`config.mk`:
```
export PLATFORM = sky130hd
export DESIGN_NAME = seq_divider
export DESIGN_NICKNAME = d
export VERILOG_FILES = /design/src/rtl/arith_pkg.sv /design/src/rtl/div_step.sv /design/src/rtl/seq_divider.sv
export SDC_FILE = /design/constraint.sdc
export NUM_CORES = 1
export LEC_CHECK = 0
export ABC_AREA = 0
export ABC_CLOCK_PERIOD_IN_PS = 6340
export CELL_PAD_IN_SITES_DETAIL_PLACEMENT = 1
export CELL_PAD_IN_SITES_GLOBAL_PLACEMENT = 1
export CORE_MARGIN = 5
export CORE_UTILIZATION = 42
export CTS_CLUSTER_DIAMETER = 150
export DETAILED_ROUTE_END_ITERATION = 16
export GPL_ROUTABILITY_DRIVEN = 1
export PLACE_DENSITY_LB_ADDON = 0.1
export SLEW_MARGIN = 20
export SYNTH_ARGS = -nofsm -noshare
export SYNTH_HDL_FRONTEND = slang
export SYNTH_SLANG_ARGS = --single-unit
```
`constraint.sdc`:
```
create_clock -name i_clk -period 6.34 [get_ports i_clk]
set_clock_uncertainty 0.2 [all_clocks]
set_input_delay 1.268 -clock i_clk [delete_from_list [all_inputs] [get_ports i_clk]]
set_output_delay 1.268 -clock i_clk [all_outputs]
set_load 0.005 [all_outputs]
```
`src/rtl/arith_pkg.sv`:
```
// rtl/arith_pkg.sv - shared FSM state encoding and sizing helpers for the arithmetic datapath
package arith_pkg;

  typedef logic [1:0] state_t;

  localparam logic [1:0] IDLE = 2'd0;
  localparam logic [1:0] CALC = 2'd1;
  localparam logic [1:0] DONE = 2'd2;

  // Width of a down-counter that must hold the value n itself.
  function automatic int cnt_width(input int n);
    return $clog2(n + 1);
  endfunction

endpackage

```
`src/rtl/div_step.sv`:
```
// rtl/div_step.sv - one restoring-division iteration: shift in a dividend bit, trial compare/subtract
module div_step #(
  parameter int M = 4
) (
  input  logic [M:0]   i_rem,
  input  logic         i_bit,
  input  logic [M-1:0] i_divisor,
  output logic [M:0]   o_rem,
  output logic         o_qbit
);

  // The top remainder bit is always 0 in practice; carrying it keeps the trial exact.
  logic [M+1:0] w_trial;
  logic [M+1:0] w_dvs;
  logic         w_ge;

  assign w_trial = {i_rem, i_bit};
  assign w_dvs   = {2'b00, i_divisor};
  assign w_ge    = (w_trial >= w_dvs);
  assign o_qbit  = w_ge;
  assign o_rem   = (M+1)'(w_ge ? (w_trial - w_dvs) : w_trial);

endmodule

```
`src/rtl/seq_divider.sv`:
```
// rtl/seq_divider.sv - unpipelined restoring divider, one quotient bit per clock
module seq_divider
  import arith_pkg::*;
#(
  parameter int N = 8,
  parameter int M = 4
) (
  input  logic         i_clk,
  input  logic         i_rst,
  input  logic         i_data_valid,
  input  logic [N-1:0] i_dividend,
  input  logic [M-1:0] i_divisor,
  output logic [N-1:0] o_quotient,
  output logic [M-1:0] o_remainder,
  output logic         o_div_by_zero,
  output logic         o_result_valid,
  output logic         o_div_ready
);

  localparam int CW = cnt_width(N);

  state_t        r_state;
  logic [N-1:0]  r_dvd;
  logic [M-1:0]  r_dvs;
  logic [M:0]    r_rem;
  logic [CW-1:0] r_cnt;

  logic [M:0]    w_next_rem;
  logic          w_qbit;
  logic [N-1:0]  w_next_dvd;

  div_step #(.M(M)) u_step (
    .i_rem     (r_rem),
    .i_bit     (r_dvd[N-1]),
    .i_divisor (r_dvs),
    .o_rem     (w_next_rem),
    .o_qbit    (w_qbit)
  );

  // Quotient bits replace dividend bits as they are consumed from the MSB end.
  assign w_next_dvd = {r_dvd[N-2:0], w_qbit};

  always_ff @(posedge i_clk) begin
    if (i_rst) begin
      r_state        <= IDLE;
      r_dvd          <= '0;
      r_dvs          <= '0;
      r_rem          <= '0;
      r_cnt          <= '0;
      o_quotient     <= '0;
      o_remainder    <= '0;
      o_div_by_zero  <= 1'b0;
      o_result_valid <= 1'b0;
      o_div_ready    <= 1'b0;
    end else begin
      case (r_state)
        IDLE: begin
          if (o_div_ready && i_data_valid) begin
            o_div_ready <= 1'b0;
            r_dvd       <= i_dividend;
            r_dvs       <= i_divisor;
            if (i_divisor != '0) begin
              r_state <= CALC;
              r_rem   <= '0;
              r_cnt   <= CW'(N);
            end else begin
              r_state        <= DONE;
              o_quotient     <= '1;
              o_remainder    <= '0;
              o_div_by_zero  <= 1'b1;
              o_result_valid <= 1'b1;
            end
          end else begin
            o_div_ready <= 1'b1;
          end
        end
        CALC: begin
          r_rem <= w_next_rem;
          r_dvd <= w_next_dvd;
          r_cnt <= r_cnt - CW'(1);
          if (r_cnt == CW'(1)) begin
            r_state        <= DONE;
            o_quotient     <= w_next_dvd;
            o_remainder    <= w_next_rem[M-1:0];
            o_div_by_zero  <= 1'b0;
            o_result_valid <= 1'b1;
          end
        end
        DONE: begin
          r_state        <= IDLE;
          o_result_valid <= 1'b0;
          o_div_ready    <= 1'b1;
        end
        default: begin
          r_state <= IDLE;
        end
      endcase
    end
  end

endmodule
```
==> metrics.txt, run 1 <==
# TYPE chip_impl_metric gauge
chip_impl_metric{name="flip_flop_and_latch_count_after_synthesis",unit=""} 38
chip_impl_metric{name="power_density",unit="nW/um^2"} 261
chip_impl_metric{name="netlist-cell-type-count",unit=""} 45
chip_impl_metric{name="hold_buffers",unit=""} 0
chip_impl_info{name="worstHoldPathType",value="flop to flop"} 1
chip_impl_metric{name="initial_utilization",unit=""} 0.429
chip_impl_metric{name="p_leak",unit="uW"} 0.000820
chip_impl_metric{name="placeableCoreArea",unit="um^2"} 4290
chip_impl_metric{name="drt_iter0_markers",unit=""} 81
chip_impl_metric{name="io_pins",unit=""} 30
chip_impl_metric{name="overall_via_count_from_detail_route",unit=""} 1695
chip_impl_metric{name="detail_route.first_pass.iterations",unit=""} 4
chip_impl_info{name="worstSetupPathType",value="primary input to flop"} 1
chip_impl_metric{name="post_cts.repair.setup_buffers",unit=""} 0
chip_impl_metric{name="antenna_cells_inserted",unit=""} 0
chip_impl_metric{name="tightest_slew",unit="ns"} 0.866
chip_impl_info{name="most_repeated_cell_in_the_gate_level_netlist_after_synthesis",value="sky130_fd_sc_hd__dfxtp_1"} 1
chip_impl_metric{name="synth-async-reset-ratio",unit=""} 0
chip_impl_metric{name="post-route-min-period",unit="ns"} 3.35
chip_impl_info{name="synthTopCellsByCount",value="sky130_fd_sc_hd__dfxtp_1 (38), sky130_fd_sc_hd__nand2_1 (27), sky130_fd_sc_hd__nor2_1 (24)"} 1
chip_impl_metric{name="die-area",unit="um^2"} 5820
chip_impl_metric{name="areaGrowthSynthToFinish",unit="%"} 22.9
chip_impl_metric{name="nNetsFinal",unit=""} 264
chip_impl_info{name="worst_setup_path_end_kind",value="flop"} 1
chip_impl_metric{name="count_of_flip_flops_with_a_built_in_enable_after_synthesis",unit=""} 0
chip_impl_metric{name="final_tns_setup",unit="ns"} 0
chip_impl_metric{name="post_synth_inst_count",unit=""} 218
chip_impl_metric{name="drt_drc_violations_left",unit=""} 0
chip_impl_metric{name="first_global_vias",unit=""} 1781
chip_impl_info{name="postSynth.topFlopCell",value="sky130_fd_sc_hd__dfxtp_1"} 1
chip_impl_metric{name="gp_routability_congestion",unit=""} 0.858
chip_impl_metric{name="cts-buffers-inserted",unit=""} 5
chip_impl_metric{name="grt_first_pass_wirelength",unit="um"} 8780
chip_impl_metric{name="synth_nets",unit=""} 240
chip_impl_metric{name="numClockSinks",unit=""} 38
chip_impl_metric{name="portBuffers",unit=""} 29
chip_impl_metric{name="max-vdd-ir-drop",unit="mV"} 0.116
chip_impl_metric{name="clkLatencyLatePin",unit="ns"} 0.29
chip_impl_metric{name="yosys.area.top_type_share",unit=""} 0.412
chip_impl_metric{name="htreeDepth",unit=""} 2
chip_impl_info{name="synth_area_leaders",value="sky130_fd_sc_hd__dfxtp_1 (41%), sky130_fd_sc_hd__nand2_1 (5.5%), sky130_fd_sc_hd__a21oi_1 (4.9%), sky130_fd_sc_hd__nor2_1 (4.9%), sky130_fd_sc_hd__o21ai_0 (4.6%)"} 1
chip_impl_metric{name="critPathRequiredTime",unit="ns"} 6.31
chip_impl_metric{name="worst_ep_arrival_time",unit="ns"} 3.32
chip_impl_metric{name="per_cell_routed_wire_length",unit="um"} 16.9
chip_impl_metric{name="dieWidth",unit="um"} 76.3
chip_impl_info{name="master_cell_of_the_clock_root_buffer",value="sky130_fd_sc_hd__clkbuf_8"} 1
chip_impl_metric{name="slew_violations",unit=""} 0
chip_impl_metric{name="grt_start_max_net_pins",unit=""} 35
chip_impl_info{name="rsz_0062_raised_after_global_routing",value="false"} 1
chip_impl_metric{name="post_synth_instance_area",unit="um^2"} 1840
chip_impl_metric{name="detailed_place_hpwl",unit="um"} 3730
chip_impl_info{name="critPathLaunchType",value="primary input"} 1
chip_impl_metric{name="critPathMaxFanout",unit=""} 11
chip_impl_metric{name="die_outline_height",unit="um"} 76.3
chip_impl_metric{name="vias_per_cell",unit=""} 5.75
chip_impl_metric{name="fin_crit_sh",unit=""} 0.528
chip_impl_metric{name="cts_resized",unit=""} 0
chip_impl_metric{name="clock.fmax",unit="MHz"} 299
chip_impl_info{name="outcome",value="finished, final reports clean"} 1
chip_impl_metric{name="final_hold_viol_count",unit=""} 0
chip_impl_metric{name="clk_pin_slew",unit="ns"} 0.07
chip_impl_info{name="cts_tree",value="built"} 1
chip_impl_metric{name="antenna_violations_before_repair",unit=""} 0
chip_impl_metric{name="yosysSeqAreaShare",unit=""} 0.412
chip_impl_metric{name="routed_wirelength",unit="um"} 5000
chip_impl_info{name="post-synth-top-area-cell",value="sky130_fd_sc_hd__dfxtp_1"} 1
chip_impl_metric{name="finalCoreUtilization",unit=""} 0.528
chip_impl_metric{name="cts_buffer_depth",unit=""} 2
chip_impl_metric{name="remaining_number_of_nets_flagged_by_the_antenna_check_after_routing",unit=""} 0
chip_impl_metric{name="relSlewSlack",unit=""} 0.421
chip_impl_metric{name="layout-drive-gt1-share",unit=""} 0.0947
chip_impl_metric{name="globalRouteTotalUtil",unit=""} 0.182
chip_impl_metric{name="setup-violations-final",unit=""} 0
chip_impl_metric{name="syn_avg_cell_area",unit="um^2"} 8.46
chip_impl_metric{name="synth-warning-count",unit=""} 0
chip_impl_metric{name="fp-row-count",unit=""} 24
chip_impl_metric{name="fin_worst_hold_slack",unit="ns"} 0.255
chip_impl_metric{name="drv.max_cap_violation_count",unit=""} 0
chip_impl_metric{name="global_route.overflow_total",unit=""} 0
[power by group]
group | switching [uW] | internal [uW]
clock | 85.2 | 110
sequential | 15.5 | 255
combinational | 73.7 | 51.2
[cell usage in the layout, fill, tap and decap left out, drive strengths merged, types with 4 or more instances in the layout]
cell type,n
nor2,24
o21ai,19
inv,9
clkbuf,8
nor3,5
ha,6
dfxtp,38
clkdlybuf4s50,29
a21oi,18
a311oi,7
a32o,4
nand2,27
and2,4
[cell type report]
| cell class | instances | area [um^2] |
|---|---|---|
| clock buffer | 8 | 110 |
| fill | 510 | 2030 |
| inverter | 9 | 33.8 |
| multi-input combinational | 157 | 991 |
| sequential | 38 | 761 |
| tap | 52 | 65.1 |
| timing repair buffer | 31 | 305 |
[worst paths after layout]
path,start,endpoint,slack [ns],cells past startpoint
setup / recovery,i_divisor[3],o_quotient[0],2.99,5
hold / removal,o_quotient[2],o_quotient[2],0.26,2
setup reg to reg,r_dvd[7],o_remainder[1],3.66,7
hold reg to reg,o_quotient[2],o_quotient[2],0.26,2
[registers in the layout (all words and copies together) (netlist names)]
name / count
o_quotient: 8
r_dvd: 8
r_rem: 5
o_remainder: 4
r_cnt: 4
r_dvs: 4
r_state: 2
o_div_by_zero: 1
o_div_ready: 1
o_result_valid: 1
[through the flow]
step	cell area, um^2	total power (uW)	setup WS [ns]	cells
after CTS	2260	596	3.00	295
after detailed placement	2150	401	2.69	287
after global placement	2150	393	2.77	287
after floorplan	1840	358	3.57	218
final	2270	590	2.99	295
after global routing	2270	625	2.82	295
[critical path, stage by stage]
cell                              delay (ns)
sky130_fd_sc_hd__clkdlybuf4s50_1        0.45
sky130_fd_sc_hd__nor4_1                 0.72
sky130_fd_sc_hd__a22oi_1                0.49
sky130_fd_sc_hd__nor4_1                 0.31
sky130_fd_sc_hd__nor3_1                 0.08
[layer usage]
layer / part of all wire / track usage
met5: 0 / 0
met2: 0.47 / 0.286
met1: 0.47 / 0.243
met3: 0.040 / 0.0402
met4: 0.014 / 0.0664
[cells by family (layout without fill, tap and decap cells)]
kind of cell             after synthesis  in the layout  share of synthesized area
multiplexers                           1              1                    0.00543
buffers and inverters                 23             48                     0.0550
AND/OR/NAND/NOR                       80             80                      0.212
XOR/XNOR                               2              2                    0.00950
adder cells (fa/ha/maj)                7              7                     0.0516
flip-flops                            38             38                      0.412
AO/OA/AOI/OAI                         67             67                      0.254
Note: power is estimated with default switching activity, not from simulation.
==> inputs of run 2 (changes only) <==
--- a/config.mk
+++ b/config.mk
@@ -6,11 +6,11 @@
 export NUM_CORES = 1
 export LEC_CHECK = 0
 export ABC_AREA = 0
-export ABC_CLOCK_PERIOD_IN_PS = 6340
+export ABC_CLOCK_PERIOD_IN_PS = 3200
 export CELL_PAD_IN_SITES_DETAIL_PLACEMENT = 1
 export CELL_PAD_IN_SITES_GLOBAL_PLACEMENT = 1
 export CORE_MARGIN = 5
-export CORE_UTILIZATION = 42
+export CORE_UTILIZATION = 39
 export CTS_CLUSTER_DIAMETER = 150
 export DETAILED_ROUTE_END_ITERATION = 16
 export GPL_ROUTABILITY_DRIVEN = 1
==> constraint.sdc (replaced) <==
create_clock -name i_clk -period 3.2 [get_ports i_clk]
set_clock_uncertainty 0.2 [all_clocks]
set_input_delay 0.64 -clock i_clk [delete_from_list [all_inputs] [get_ports i_clk]]
set_output_delay 0.64 -clock i_clk [all_outputs]
set_load 0.005 [all_outputs]
==> run 2 against run 1 <==
Effect of this change:
- first-iteration DRC count grew 22%
- global-route usage is essentially flat
- core utilization shrank 4.0 points
- non-clock buffer count grew 5
- sequential power grew 98%
- critical endpoint is now r_rem[2]
- largest cell class unchanged
- highest routed layer unchanged
==> metrics.txt, run 2 (synthesis results as in run 1) <==
# TYPE chip_impl_metric gauge
chip_impl_metric{name="portBuffers",unit=""} 29
chip_impl_metric{name="dieWidth",unit="um"} 78.8
chip_impl_metric{name="die-area",unit="um^2"} 6200
chip_impl_metric{name="max-vdd-ir-drop",unit="mV"} 0.232
chip_impl_info{name="worstHoldPathType",value="flop to flop"} 1
chip_impl_metric{name="fp-row-count",unit=""} 25
chip_impl_metric{name="remaining_number_of_nets_flagged_by_the_antenna_check_after_routing",unit=""} 0
chip_impl_metric{name="nNetsFinal",unit=""} 269
chip_impl_info{name="timing.hold.worst_endpoint",value="o_quotient[5]"} 1
chip_impl_metric{name="antenna_violations_before_repair",unit=""} 0
chip_impl_metric{name="fin_crit_sh",unit=""} 0.835
chip_impl_metric{name="antenna_cells_inserted",unit=""} 0
chip_impl_info{name="rsz_0062_raised_after_global_routing",value="false"} 1
chip_impl_metric{name="num-fill-cells",unit=""} 556
chip_impl_metric{name="post_cts.repair.setup_buffers",unit=""} 0
chip_impl_metric{name="final_tns_setup",unit="ns"} 0
chip_impl_metric{name="numClockSinks",unit=""} 38
chip_impl_info{name="cpLargestDelayFamily",value="compound AO/OA/AOI/OAI gates"} 1
chip_impl_info{name="regToRegStartpoint",value="r_dvd[7]"} 1
chip_impl_metric{name="critPathRequiredTime",unit="ns"} 3.18
chip_impl_metric{name="placeableCoreArea",unit="um^2"} 4660
chip_impl_metric{name="power_density",unit="nW/um^2"} 489
chip_impl_metric{name="detail_route.first_pass.iterations",unit=""} 4
chip_impl_metric{name="grt_start_max_net_pins",unit=""} 31
chip_impl_info{name="cts_tree",value="built"} 1
chip_impl_info{name="layout.cells.most_common",value="sky130_fd_sc_hd__dfxtp_1"} 1
chip_impl_metric{name="overall_via_count_from_detail_route",unit=""} 1730
chip_impl_metric{name="cts_resized",unit=""} 0
chip_impl_metric{name="worst_ep_arrival_time",unit="ns"} 2.65
chip_impl_metric{name="area_occupied_by_multi_input_gates",unit="um^2"} 988
chip_impl_metric{name="critical_path_cell_count",unit=""} 7
chip_impl_metric{name="tightest_slew",unit="ns"} 0.699
chip_impl_metric{name="cts-buffers-inserted",unit=""} 5
chip_impl_metric{name="post-route-min-period",unit="ns"} 2.67
chip_impl_metric{name="first_global_vias",unit=""} 1784
chip_impl_metric{name="io_pins",unit=""} 30
chip_impl_metric{name="die_outline_height",unit="um"} 78.8
chip_impl_metric{name="slew_violations",unit=""} 0
chip_impl_info{name="critPathSlowestCell",value="sky130_fd_sc_hd__a21oi_1"} 1
chip_impl_metric{name="areaGrowthSynthToFinish",unit="%"} 23.2
chip_impl_metric{name="hold_buffers",unit=""} 0
chip_impl_metric{name="detailed_place_hpwl",unit="um"} 3890
chip_impl_info{name="master_cell_of_the_clock_root_buffer",value="sky130_fd_sc_hd__clkbuf_8"} 1
chip_impl_metric{name="routed_wirelength",unit="um"} 5240
chip_impl_metric{name="p_leak",unit="uW"} 0.000830
chip_impl_info{name="worst_setup_path_end_kind",value="flop"} 1
chip_impl_metric{name="critPathMaxFanout",unit=""} 10
chip_impl_metric{name="slowest_stage_delay_on_critical_path",unit="ns"} 0.53
chip_impl_metric{name="worst_reg_to_reg_setup_slack",unit="ns"} 0.53
chip_impl_info{name="timing.critical_path.cells",value="inv_1 -> ha_1 -> fa_1 -> nand2b_1 -> a21oi_1 -> o21ai_0 -> a32o_1"} 1
chip_impl_info{name="critPathLaunchType",value="flop"} 1
chip_impl_metric{name="globalRouteTotalUtil",unit=""} 0.182
chip_impl_metric{name="holdPathStages",unit=""} 2
chip_impl_metric{name="setup-violations-final",unit=""} 0
chip_impl_metric{name="grt_first_pass_wirelength",unit="um"} 8940
chip_impl_info{name="worstSetupPathType",value="flop to flop"} 1
chip_impl_metric{name="seq_area",unit="um^2"} 761
chip_impl_info{name="worstHoldStart",value="o_quotient[5]"} 1
chip_impl_metric{name="vias_per_cell",unit=""} 5.75
chip_impl_metric{name="layout-drive-gt1-share",unit=""} 0.105
chip_impl_metric{name="cts_buffer_depth",unit=""} 2
chip_impl_metric{name="clk_pin_slew",unit="ns"} 0.07
chip_impl_metric{name="critical_path.n_buffers_inverters",unit=""} 1
chip_impl_info{name="worstReg2RegEnd",value="r_rem[2]"} 1
chip_impl_metric{name="clock.fmax",unit="MHz"} 374
chip_impl_metric{name="global_route.overflow_total",unit=""} 0
chip_impl_metric{name="clkLatencyLatePin",unit="ns"} 0.29
chip_impl_metric{name="drt_drc_violations_left",unit=""} 0
chip_impl_info{name="most-common-layout-cells",value="sky130_fd_sc_hd__dfxtp_1 (38), sky130_fd_sc_hd__clkdlybuf4s50_1 (29), sky130_fd_sc_hd__nand2_1 (27), sky130_fd_sc_hd__nor2_1 (24), sky130_fd_sc_hd__a21oi_1 (18)"} 1
chip_impl_metric{name="htreeDepth",unit=""} 2
chip_impl_info{name="outcome",value="finished, final reports clean"} 1
chip_impl_metric{name="gp_routability_congestion",unit=""} 0.850
chip_impl_info{name="largest_registers",value="o_quotient: 8 flops, r_dvd: 8 flops, r_rem: 5 flops"} 1
chip_impl_metric{name="fin_worst_hold_slack",unit="ns"} 0.259
chip_impl_metric{name="drt_iter0_markers",unit=""} 99
chip_impl_metric{name="per_cell_routed_wire_length",unit="um"} 17.4
chip_impl_metric{name="r2r_cells",unit=""} 7
chip_impl_metric{name="drv.max_cap_violation_count",unit=""} 0
chip_impl_metric{name="initial_utilization",unit=""} 0.396
chip_impl_metric{name="relSlewSlack",unit=""} 0.533
chip_impl_metric{name="final_hold_viol_count",unit=""} 0
==> run 2: area by class of cell <==
type | count | share of cell area
Clock inverter | 2 | 0.00441
Timing Repair Buffer | 36 | 0.151
Tap cell | 54 | 0.0297
Inverter | 9 | 0.0149
Multi-Input combinational cell | 157 | 0.435
Sequential cell | 38 | 0.335
Clock buffer | 5 | 0.0303
==> run 2: routing by layer <==
layer / global-route usage / share of wire
met1: 0.245 / 0.48
met2: 0.288 / 0.47
met3: 0.0408 / 0.036
met4: 0.0612 / 0.015
met5: 0 / 0
==> run 2: metrics by stage <==
stage	total power [uW]	cell area (um^2)	utilization	setup slack, ns	cells
3_5_place_dp	805	2190	0.471	0.488	294
2_1_floorplan	709	1840	-	0.998	218
4_1_cts	1120	2270	0.488	0.533	301
5_1_grt	1180	2270	0.488	0.417	301
6_report	1110	2270	0.488	0.529	301
3_3_place_gp	787	2190	0.471	0.593	294
==> run 2: how the worst max path moves through the flow <==
| stage | start | to |
|---|---|---|
| 4_1_cts | r_dvd[7] | o_remainder[2] |
| 3_5_place_dp | i_data_valid | o_quotient[0] |
| 2_1_floorplan | r_dvd[7] | o_remainder[0] |
| 5_1_grt | r_dvd[7] | o_remainder[2] |
| 6_report | r_dvd[7] | r_rem[2] |
| 3_3_place_gp | i_data_valid | o_quotient[0] |
==> run 2: tightest hold or removal path: cells and delay by family (launching register included) <==
family	cells	cell delay, ns
AO/OA/AOI/OAI	1	0.05
flip-flops	1	0.31
AND/OR/NAND/NOR	1	0.05
==> run 2: report_power, final <==
group	switching, uW	internal, uW
Sequential	29.9	505
Clock	167	146
Combinational	155	107
Total	353	758
